===== src/rtl/pc_fetch.sv =====
// ============================================================================
// pc_fetch : MIPS IF stage - program counter, next-PC select, run/halt control
// Rev 1.0
// ============================================================================
`default_nettype none

module pc_fetch #(
    parameter int                    PC_WIDTH = 12,
    parameter logic [PC_WIDTH-1:0]   RESET_PC = 12'h000
) (
    input  logic                clk_i,
    input  logic                rst_n_i,
    input  logic                stall_i,
    input  logic                branch_taken_i,
    input  logic [PC_WIDTH-1:0] branch_target_i,
    input  logic                jump_i,
    input  logic [PC_WIDTH-1:0] jump_target_i,
    input  logic                halt_req_i,
    input  logic                go_i,
    output logic [PC_WIDTH-1:0] imem_addr_o,
    output logic [PC_WIDTH-1:0] pc_4_o,
    output logic                if_go_o,
    output logic                flush_o,
    output logic                halted_o,
    output logic [31:0]         fetch_count_o
);

    localparam logic [0:0] S_RUN  = 1'b0;
    localparam logic [0:0] S_HALT = 1'b1;

    logic [0:0]          state_q, state_d;
    logic [PC_WIDTH-1:0] pc_q, pc_d, pc_plus4;
    logic [31:0]         fetch_count_q, fetch_count_d;
    logic                pc_we;

    assign pc_plus4 = pc_q + PC_WIDTH'(4);

    // State, PC and fetch counter registers
    always_ff @(posedge clk_i) begin
        if (!rst_n_i) begin
            state_q       <= S_RUN;
            pc_q          <= RESET_PC;
            fetch_count_q <= 32'd0;
        end else begin
            state_q       <= state_d;
            fetch_count_q <= fetch_count_d;
            if (pc_we) begin
                pc_q <= pc_d;
            end
        end
    end

    // Next-state logic
    always_comb begin
        state_d = state_q;
        case (state_q)
            S_RUN:   if (halt_req_i) state_d = S_HALT;
            S_HALT:  if (go_i)       state_d = S_RUN;
            default: state_d = S_RUN;
        endcase
    end

    // Output / next-PC logic; redirects are forced to word alignment
    always_comb begin
        pc_d    = pc_q;
        pc_we   = 1'b0;
        if_go_o = 1'b0;
        flush_o = 1'b0;
        if (rst_n_i && state_q == S_RUN && !halt_req_i) begin
            if (jump_i) begin
                pc_d    = {jump_target_i[PC_WIDTH-1:2], 2'b00};
                pc_we   = 1'b1;
                if_go_o = 1'b1;
                flush_o = 1'b1;
            end else if (branch_taken_i) begin
                pc_d    = {branch_target_i[PC_WIDTH-1:2], 2'b00};
                pc_we   = 1'b1;
                if_go_o = 1'b1;
                flush_o = 1'b1;
            end else if (!stall_i) begin
                pc_d    = pc_plus4;
                pc_we   = 1'b1;
                if_go_o = 1'b1;
            end
        end
    end

    assign fetch_count_d = (pc_we && fetch_count_q != 32'hFFFF_FFFF)
                         ? fetch_count_q + 32'd1 : fetch_count_q;

    assign imem_addr_o   = pc_q;
    assign pc_4_o        = pc_plus4;
    assign halted_o      = (state_q == S_HALT);
    assign fetch_count_o = fetch_count_q;

endmodule

`default_nettype wire


===== config.mk =====
export PLATFORM = sky130hd
export DESIGN_NAME = pc_fetch
export DESIGN_NICKNAME = d
export VERILOG_FILES = /design/src/rtl/pc_fetch.sv
export SDC_FILE = /design/constraint.sdc
export NUM_CORES = 1
export LEC_CHECK = 0
export BUFFER_PORTS_ARGS = -buffer_cell sky130_fd_sc_hd__buf_2
export CAP_MARGIN = 20
export CORE_ASPECT_RATIO = 0.8
export CORE_MARGIN = 5
export CORE_UTILIZATION = 30
export DETAILED_ROUTE_END_ITERATION = 8
export MAX_ROUTING_LAYER = met4
export SYNTH_ARGS = -nofsm -noshare
export SYNTH_HDL_FRONTEND = slang
export SYNTH_SLANG_ARGS = --single-unit

===== constraint.sdc =====
create_clock -name clk_i -period 4.6 [get_ports clk_i]
set_input_delay 0 -clock clk_i [delete_from_list [all_inputs] [get_ports clk_i]]
set_output_delay 0 -clock clk_i [all_outputs]
set_load 0.05 [all_outputs]

# Yosys cells after proc, flatten, opt, wreduce, memory -nomap -nowiden
# Index checks and enable logic that the tools add are counted.
[classes]
mux = 13
eq_ne = 2
n_reduce_logical = 5
addsub = 2
bitwise = 1
[ops]
columns = ["cell", "n"]
rows = [
  ["2-to-1 mux 12 bit", 3],
  ["adder 32 x 1 -> 32 bit, second input constant", 1],
  ["inequality test 32 bit, second input constant", 1],
  ["adder 12 x 3 -> 12 bit, second input constant", 1],
  ["2-to-1 mux 1 bit", 9],
  ["logical AND 1 bit", 3],
  ["inequality test 3 x 1 -> 1 bit, second input constant", 1],
  ["AND reduction 3 bit", 1],
  ["case mux 1 bit (2 select lines)", 1],
  ["logical NOT 1 bit", 1],
  ["inverter 1 bit", 1],
]
[word_totals]
word_cells = 26
register_bits = 45

# Depth between registers and ports, before layout
# Gate-level depths: netlist (run 1).
[depth]
word_depth = 5
ltp_mapped = 9
ltp_nobuf = 6

# Worst setup path before layout (run 1)
# OpenSTA, ideal clock, no wires.
[synth_timing]
path_type = "flip-flop to flip-flop"
startpoint = "register pc_q[4], in the netlist imem_addr_o[4]"
endpoint = "register pc_q[11], in the netlist imem_addr_o[11]"
t_arrival_ns = 2.457
required_time_ns = 4.494
path_stages_with_launch = 6
path_buffers = 0
path_slack_ns = 2.037
setup_ns = 0.106
path_cell_list = "dfxtp_1 -> and4_1 -> nand4_1 -> xnor2_1 -> mux2i_1 -> o311ai_0"
[synth_via]
elab_chain_cells = 4
[synth_lines]
columns = ["element", "line", "source"]
rows = [
  ["start: declaration", "32", "logic [PC_WIDTH-1:0] pc_q, pc_d, pc_plus4;"],
  ["start signal: assignment", "48", "pc_q <= pc_d;"],
  ["adder 12 x 3 -> 12 bit", "36", "assign pc_plus4 = pc_q + PC_WIDTH'(4);"],
  ["via pc_4_o[11]", "21", "output logic [PC_WIDTH-1:0] pc_4_o,"],
  ["2-to-1 mux 12 bit", "80", "end else if (!stall_i) begin"],
  ["2-to-1 mux 12 bit", "75", "end else if (branch_taken_i) begin"],
  ["2-to-1 mux 12 bit", "70", "if (jump_i) begin"],
]
# The timed path passes the listed nets, and every way through them passes these cells. The select of a mux whose other input is x is not followed.
# A chain may end at the register's enable or synchronous reset.

# Final worst setup path (run 1)
[layout_timing]
startpoint = "register fetch_count_q[3], in the netlist fetch_count_o[3]"
endpoint = "register fetch_count_q[17], in the netlist fetch_count_o[17]"
[layout_via]
elab_chain_cells = 2
elab_cells_between_ends = 3
[layout_lines]
columns = ["element", "line", "source"]
rows = [
  ["start: declaration", "33", "logic [31:0] fetch_count_q, fetch_count_d;"],
  ["start signal: assignment", "46", "fetch_count_q <= fetch_count_d;"],
  ["branches (longest 2 deep; another with adder 32 x 1 -> 32 bit)", "-", ""],
]
# Parallel ways; which one is timed is not known.

==> results of run 1 <==
==> cell type report <==
type	count	area (µm²)	share of cell area, %
flip-flops and latches	43	861	27.1
clock buffers	6	82.6	2.60
inverters	4	15.0	0.473
clock inverters	1	5.00	0.158
repair buffers	88	470	14.8
multi-input cells	249	1600	50.4
well taps	112	140	4.42
==> routing by layer <==
| layer | global-route usage, % | vias to the layer above | routed length, µm | share of wire, % |
|---|---|---|---|---|
| met5 | - | - | 0 | 0 |
| met4 | 2.67 | 0 | 47 | 0.63 |
| met3 | 3.36 | 4 | 414 | 5.5 |
| met2 | 22.0 | 69 | 3350 | 45 |
| met1 | 18.9 | 1241 | 3660 | 49 |
| li1 | - | 1322 | - | - |
==> cell usage after synthesis (4+ instances only) <==
cell type and number:
nor2_1 10, nand2b_1 14, o31ai_1 13, and3_1 7, a21oi_1 20, nor3b_1 4, o21ai_0 6, nand2_1 43
nand3_1 23, o311ai_0 5, nand4_1 12, nor4_1 4, xnor2_1 9, dfxtp_1 43, clkbuf_1 15, and4_1 4
buf_4 6, or3_1 4, or4_1 15, mux2i_1 21
==> through the flow <==
stage                     std cells  hold WS [ns]  power (µW)
final                           503        0.0479         792
after detailed placement        491         0.196         549
after global placement          491         0.191         547
after global routing            503        0.0593         827
after CTS                       503        0.0245         803
after floorplan                 321         0.100         512
==> where the power goes <==
part	switching, µW	internal [µW]
sequential	12.1	380
clock	130	118
combinational	111	41.0
==> flip-flops by register name (all words and copies together) (netlist names) <==
register / cells
fetch_count_o: 32
halted_o: 1
imem_addr_o: 10
==> worst max-delay path, stage by stage (launching register included) <==
cell     delay (ns)
dfxtp_1        0.45
nand4_1        0.22
or4_1          0.72
nor3_4         0.92
nor4_1         0.18
mux2i_1        0.16
==> placed cells by master (no fill, tap or decap), types with 3 or more instances in the layout <==
master,synthesis,routed
mux2i_1,21,21
o311ai_0,5,5
nand2b_1,14,14
o21ai_0,6,6
o31ai_1,13,13
or4_1,15,15
nor4_1,4,4
xnor2_1,9,9
or3_1,4,4
conb_1,1,4
nand2_1,43,43
dfxtp_1,43,43
and4_1,4,4
buf_2,1,81
o21ai_1,3,3
dlygate4sd3_1,0,5
nand3_1,23,23
nor3b_1,4,4
nor2_1,10,10
inv_1,3,3
a21oi_1,20,20
and3_1,7,7
nand4_1,12,12
clkbuf_8,0,6
==> cell families (layout without fill, tap and decap cells) <==
kind of cell / after synthesis / in the layout / synth area share, %
AOI/OAI and AO/OA: 60 / 60 / 15.9
xor gates and xnor gates: 10 / 10 / 3.37
adders and majority gates: 2 / 2 / 0.964
buffers and inverters: 29 / 99 / 5.69
DFF: 43 / 43 / 33.2
muxes: 21 / 21 / 8.10
other: 1 / 4 / 0.144
and+or+nand+nor: 152 / 152 / 32.7
==> timing repair <==
| item | CTS | global route |
|---|---|---|
| hold buffers | 5 | 0 |
| endpoints found under the hold margin | 4 | 0 |
| resized for setup | 0 | 0 |
==> worst paths after layout <==
kind | startpoint | slack, ns | cells past startpoint | end
setup / recovery | fetch_count_o[3] | 1.81 | 5 | fetch_count_o[17]
hold / removal | jump_target_i[4] | 0.05 | 5 | imem_addr_o[4]
setup reg to reg | fetch_count_o[3] | 1.81 | 5 | fetch_count_o[17]
hold reg to reg | fetch_count_o[31] | 0.49 | 2 | fetch_count_o[31]
==> out/metrics.yaml, run 1 <==
status: "finished, final reports clean"
timing.final.hold_violations: 0
syn_area_per_cell_um2: 8.16
vias_per_cell: 5.24
async_flop_share_pct: 0
clock_latency_ns: 0.29
rsz0062_at_grt: "false"
dp_hpwl_um: 5280
cts_num_sinks: 43
cts_buffers: 5
hold_class: "input pin to register"
crit_path_end_kind: "register"
routed_wl_um: 7480
crit_type: "register to register"
final_cell_area_um2: 3170
arrival_ns: 2.96
place_area_um2: 3040
grt_max_degree: 48
clkSlewWorstSetupHoldPaths_ns: 0.08
ys_types: 48
power.density_nw_per_um2: 249
synth_area_um2: 2600
place_congestion: 0.778
synth_edf_count: 0
final-setup-viol-count: 0
pre_cts_ws_ns: 1.80
finalMaxSlewViolations: 0
antenna_cells: 0
path_max_fanout: 35
io-pin-count: 90
firstDrtPassIters: 4
yosys_warnings: 0
via_count: 2636
ys.flop_type: "dfxtp_1"
synthCells: 318
synth.yosys.seq_area_share_pct: 33.2
ys_ff_latch: 43
fin_nets: 424
worstMarginPinSlew_ns: 1.06
cts_buffer_depth: 2
cts_tree: "done"
antenna_found_initial: 0
grt-ovfl-total: 0
crit_required_ns: 4.77
skew_ns: 0.00706
layout-drive-gt1-share_pct: 25.3
drt-initial-drc-count: 154
grt_pass1_wl_um: 12100
timing.final.ws_setup_ns: 1.81
ant_nets: 0
fill_cells: 883
grt_pass1_vias: 2438
die_area_um2: 10600
synth.top_cells.by_area: "dfxtp_1 (33%), mux2i_1 (8.1%), nand2_1 (6.2%), nand3_1 (4.4%), or4_1 (4.3%)"
p_leak_uw: 0.00134
slew_headroom_pct: 29.0
floorplan.initialDensity_pct: 30.7
fp.dieH_um: 93.2
die_width_um: 114
finalCriticalPeriod_ns: 2.79
synth_top_area_cell: "dfxtp_1"
fmax_mhz: 359
critPathLaunchType: "register"
rows: 30
coreArea_um2: 8450
port_buffers: 81
period_share_pct: 60.6
drc: 0
final_util_pct: 37.6
fin_tns_setup_ns: 0
htreeDepth: 2
cts_setup_buffers: 0
grt_use_total_pct: 14.1
area_growth_pct: 22.2
peakVddDrop_v: 0.000107
wire_per_inst_um: 14.9
cts_root_buf: "clkbuf_8"
synth.top_cell.area_share_pct: 33.2
maxCapViolations: 0
(Power assumes the default switching activity.)
==> run 2, diff against run 1 <==
clock period = 2.7 ns   (was 4.6 ns; I/O delays follow)
==> run 2 against run 1 <==
- via count increased by 0.23%
- critical path depth grew 1
- die area did not move
- combinational power increased by 71%
- sequential share of layout area decreased by 0.17 points
- worst hold slack got worse by 0.010 ns
- total power up 69%
- final cell count rose by 0.80%
- largest cell class unchanged
- largest power group unchanged
- clock power increased by 66%
- critical endpoint is now fetch_count_o[27]
- clock skew is 0.0060 ns higher
- register-to-register slack got worse by 1.5 ns
- global-route usage fell by 0.34 points
==> out/metrics.yaml, run 2 (synthesis results as in run 1) <==
p_leak_uw: 0.00135  # +0.65%
die_width_um: 114  # unchanged
rsz0062_at_grt: "false"
path_max_fanout: 9  # -74%
grt-ovfl-total: 0  # unchanged
cts_buffer_depth: 2  # unchanged
slew_headroom_pct: 53.4  # +24 points
antenna_cells: 0  # unchanged
cts_root_buf: "clkbuf_8"
layout-drive-gt1-share_pct: 25.8  # +0.50 points
power_frac_seq_pct: 49.9  # +0.4 points
layout_commonest_cell: "buf_2"
arrival_ns: 2.60  # -0.36 ns
clock_latency_ns: 0.30  # about the same
peakVddDrop_v: 0.000195  # +82%
grt_pass1_vias: 2447  # +0.37%
p_sw_share_pct: 32.7  # +0.83 points
period_share_pct: 87.8  # +27 points
fmax_mhz: 422  # +18%
firstDrtPassIters: 4  # unchanged
critPathLaunch: "fetch_count_o[0]"
pre_cts_ws_ns: 0.345  # -1.45 ns
min_to: "imem_addr_o[4]"
hold_path_depth: 5  # unchanged
drc: 0  # unchanged
vias_per_cell: 5.21  # -0.56%
worstMarginPinSlew_ns: 0.698  # -0.364 ns
ant_nets: 0  # unchanged
r2r_start: "fetch_count_o[0]"
largest_reg_flops: 32  # unchanged
timing.final.ws_setup_ns: 0.328  # -1.48 ns
cts_buffers: 5  # unchanged
grt_pass1_wl_um: 11900  # -1.6%
floorplan.initialDensity_pct: 30.7  # unchanged
reg2reg_to: "fetch_count_o[27]"
coreArea_um2: 8450  # unchanged
rows: 30  # unchanged
via_count: 2642  # +0.23%
grt_use_total_pct: 13.8  # -0.34 points
maxCapViolations: 0  # unchanged
hold_class: "input pin to register"
htreeDepth: 2  # unchanged
port_buffers: 81  # unchanged
crit_path_end_kind: "register"
routed_wl_um: 7400  # -1.0%
holdCritStartpoint: "jump_target_i[4]"
power.density_nw_per_um2: 419  # +68%
power_switching_uw: 438  # +74%
power.share.clock_pct: 30.7  # -0.6 points
crit_type: "register to register"
mostFrequentLayoutCells: "buf_2 (81), nand2_1 (43), dfxtp_1 (43), nand3_1 (23), mux2i_1 (21)"
crit_required_ns: 2.93  # -1.84 ns
area_growth_pct: 23.0
grt_max_degree: 40  # -17%
skew_ns: 0.0130  # +0.00597 ns
dp_hpwl_um: 5300  # +0.43%
drt-initial-drc-count: 149  # -3.2%
ff2ff_path_depth: 6  # +1
final-setup-viol-count: 0  # unchanged
timing.final.hold_violations: 0  # unchanged
wire_per_inst_um: 14.6  # -1.8%
comb_power_share_pct: 19.4  # +0.3 points
die_area_um2: 10600  # unchanged
fill_cells: 888  # +0.57%
clkSlewWorstSetupHoldPaths_ns: 0.09  # about the same
fin_tns_setup_ns: 0  # unchanged
cts_num_sinks: 43  # unchanged
finalMaxSlewViolations: 0  # unchanged
place_congestion: 0.773  # -0.60%
p_int_uw: 901  # +67%
rrSetupSlack_ns: 0.33  # -1.48 ns
finalCriticalPeriod_ns: 2.37  # -0.417 ns
critPathLaunchType: "register"
fin_nets: 427  # +0.71%
fp.dieH_um: 93.2  # unchanged
status: "finished, final reports clean"
antenna_found_initial: 0  # unchanged
io-pin-count: 90  # unchanged
cts_tree: "done"
run 2: layout make-up:
cell class	count	area, µm²	area share (%)
Timing Repair Buffer	91	493	15.4
Clock buffer	6	72.6	2.27
Sequential cell	43	861	27.0
Inverter	4	15.0	0.470
Tap cell	112	140	4.39
Multi-Input combinational cell	249	1600	50.1
Clock inverter	2	12.5	0.392
run 2: routing by layer:
layer | global-route usage (%) | part of all wire [%] | wire [µm] | vias up
li1 | - | - | - | 1334
met1 | 19.3 | 50 | 3720 | 1237
met2 | 20.8 | 44 | 3260 | 69
met3 | 2.85 | 5.3 | 393 | 2
met4 | 2.57 | 0.28 | 21 | 0
met5 | - | 0 | 0 | -
run 2: worst max-delay path by stage:
| stage | to | slack, ns | depth (start not counted) |
|---|---|---|---|
| 5_1_grt | fetch_count_o[27] | 0.15 | 6 |
| 2_1_floorplan | imem_addr_o[11] | 0.14 | 5 |
| 3_3_place_gp | fetch_count_o[27] | 0.42 | 6 |
| 3_5_place_dp | fetch_count_o[27] | 0.34 | 6 |
| 4_1_cts | fetch_count_o[27] | 0.32 | 6 |
| 6_report | fetch_count_o[27] | 0.33 | 6 |
run 2: power groups by stage:
| stage | sequential (µW) | combinational [µW] | clock [µW] |
|---|---|---|---|
| finish | 668 | 260 | 411 |
| global route | 672 | 279 | 454 |
| CTS | 668 | 261 | 426 |
| detailed placement | 683 | 255 | 0 |
| global placement | 682 | 253 | 0 |
| floorplan | 726 | 146 | 0 |
run 2: stage by stage:
step                instances  cell area [µm²]  utilization, %  power, µW  hold WS (ns)
finish                    507             3190            37.8       1340        0.0376
global route              507             3190            37.8       1400        0.0618
CTS                       507             3190            37.8       1350        0.0304
detailed placement        494             3060            36.2        938         0.197
global placement          494             3060            36.2        935         0.192
floorplan                 321             2610               -        872         0.100
run 2: critical path: stages (launching register included):
cell and delay [ns]:
dfxtp_1 0.41, ha_1 0.26, nand4_1 0.12, or4_1 0.63, o311a_1 0.53, nand4_1 0.15, mux2i_1 0.19
run 2: what timing repair did:
item / CTS / global route
endpoints found under the hold margin: 4 / 0
buffers inserted: 0 / 0
gates resized for setup: 0 / 0
hold buffers: 5 / 0
==> run 3, diff against run 2 <==
clock period = 2.9 ns   (was 2.7 ns; I/O delays follow)
==> run 3 against run 2 <==
- clock power increased by 37%
- register-to-register slack improved by 0.19 ns
- utilization increased by 0.56 points
- clock skew decreased by 0.0029 ns
- die area unchanged
- clock-buffer cell count unchanged
- critical path type unchanged
- worst hold slack got worse by 0.023 ns
- total power increased by 6.5%
==> out/metrics.yaml, run 3 (synthesis results as in run 1) <==
fin_tns_setup_ns: 0  # unchanged
period_share_pct: 82.0  # -5.8 points
drc: 0  # unchanged
power_uw: 1430  # +6.5%
final-setup-viol-count: 0  # unchanged
via_count: 2631  # -0.42%
p_leak_uw: 0.00138  # +1.8%
status: "finished, final reports clean"
layout-drive-gt1-share_pct: 25.8  # unchanged
dp_hpwl_um: 5330  # +0.58%
wire_per_inst_um: 14.9  # +2.3%
drt-initial-drc-count: 155  # +4.0%
grt_pass1_vias: 2425  # -0.90%
die_width_um: 114  # unchanged
holdCritStartpoint: "jump_target_i[4]"
antenna_cells: 0  # unchanged
fin_nets: 427  # unchanged
min_to: "imem_addr_o[4]"
largest_reg_flops: 32  # unchanged
rrSetupSlack_ns: 0.52  # +0.19 ns
hold_path_depth: 5  # unchanged
port_buffers: 81  # unchanged
crit_path_end_kind: "register"
timing.final.hold_violations: 0  # unchanged
crit_type: "register to register"
grt_use_total_pct: 14.1  # +0.28 points
timing.final.ws_setup_ns: 0.521  # +0.192 ns
worstMarginPinSlew_ns: 0.757  # +0.0593 ns
rsz0062_at_grt: "false"
grt_max_degree: 40  # unchanged
routed_wl_um: 7570  # +2.3%
path_max_fanout: 35  # +26
ant_nets: 0  # unchanged
place_congestion: 0.784  # +1.4%
max_stage_delay_ns: 0.74  # +0.11 ns
critPathSlowestCell: "or4_1"
finalMaxSlewViolations: 0  # unchanged
path_cells: "nand4_1 > or4_1 > nor3_4 > buf_4 > or4_1 > a21oi_1"
grt_pass1_wl_um: 12000  # +0.80%
clkSlewWorstSetupHoldPaths_ns: 0.08  # about the same
vias_per_cell: 5.19  # -0.42%
critPathLaunch: "fetch_count_o[3]"
critPathLaunchType: "register"
skew_ns: 0.0101  # -0.00288 ns
hold-worst-slack_ns: 0.0146  # -0.0230 ns
cpMostUsedCell: "or4_1"
floorplan.initialDensity_pct: 30.7  # unchanged
mostFrequentLayoutCells: "buf_2 (81), nand2_1 (43), dfxtp_1 (43), nand3_1 (23), mux2i_1 (21)"
io-pin-count: 90  # unchanged
die_area_um2: 10600  # unchanged
reg2reg_to: "fetch_count_o[18]"
maxCapViolations: 0  # unchanged
clock_latency_ns: 0.30  # about the same
r2r_start: "fetch_count_o[3]"
slew_headroom_pct: 49.4  # -4.0 points
crit_required_ns: 3.05  # +0.12 ns
cts_tree: "done"
area_growth_pct: 24.8
finalCriticalPeriod_ns: 2.38  # +0.00761 ns
cts_setup_buffers: 0  # unchanged
coreArea_um2: 8450  # unchanged
postCtsResizedCells: 0  # unchanged
rows: 30  # unchanged
hold_class: "input pin to register"
cts_num_sinks: 43  # unchanged
cts_buffer_depth: 2  # unchanged
peakVddDrop_v: 0.000230  # +18%
htreeDepth: 2  # unchanged
cts_root_buf: "clkbuf_8"
firstDrtPassIters: 4  # unchanged
pre_cts_ws_ns: 0.524  # +0.180 ns
antenna_found_initial: 0  # unchanged
fp.dieH_um: 93.2  # unchanged
arrival_ns: 2.53  # -0.07 ns
ff2ff_path_depth: 6  # unchanged
power.density_nw_per_um2: 440  # +4.9%
layout_commonest_cell: "buf_2"
fmax_mhz: 420  # -0.32%
grt-ovfl-total: 0  # unchanged
cts_buffers: 5  # unchanged
==> run 3: changes by cell type in the layout (fill, tap and decap cells not counted), sizes merged <==
cell / before / now
bufinv: 0 / 2
clkinv: 2 / 1
clkinvlp: 1 / 0
==> run 3: power by group <==
| group | internal, µW | leakage [µW] | total (µW) | switching (µW) |
|---|---|---|---|---|
| registers | 603 | 0.000348 | 621 | 18.5 |
| clock network | 345 | 0.0000654 | 562 | 217 |
| logic | 66.8 | 0.000964 | 242 | 175 |
==> run 3: how the worst max path moves through the flow <==
stage / to / slack, ns / depth (start not counted)
floorplan: imem_addr_o[11] / 0.34 / 5
global placement: fetch_count_o[27] / 0.61 / 6
detailed placement: fetch_count_o[1] / 0.52 / 6
CTS: fetch_count_o[18] / 0.50 / 6
global route: fetch_count_o[9] / 0.35 / 6
finish: fetch_count_o[18] / 0.52 / 6
==> run 3: stage by stage <==
| step | cell area, µm² | util [%] | instances |
|---|---|---|---|
| floorplan | 2610 | - | 321 |
| global placement | 3060 | 36.2 | 494 |
| detailed placement | 3060 | 36.2 | 494 |
| CTS | 3240 | 38.4 | 507 |
| global route | 3240 | 38.4 | 507 |
| finish | 3240 | 38.4 | 507 |
==> run 3: final cells by class <==
class                           instances  area (µm²)
Inverter                                4        15.0
Multi-Input combinational cell        249        1600
Fill cell                             878        5200
Tap cell                              112         140
Timing Repair Buffer                   91         493
Sequential cell                        43         861
Clock buffer                            6        72.6
Clock inverter                          2        60.1
==> run 3: worst max-delay path: cells and delay by family, from the launching register on <==
kind	cells	cell delay, ns
buf+inv	1	0.33
compound gates	1	0.06
simple gates	4	1.36
flops	1	0.48
==> run 3: metal layers <==
metal / vias to the layer above / track usage (%) / routed length (µm)
met2: 58 / 21.7 / 3390
li1: 1328 / - / -
met1: 1240 / 19.0 / 3710
met5: - / - / 0
met3: 5 / 3.43 / 427
met4: 0 / 2.67 / 44
==> run 3: what timing repair did <==
item                                    4_1_cts  5_1_grt
hold buffers                                  5        0
hold endpoints to repair                      4        0
endpoints found under the setup margin        0        0
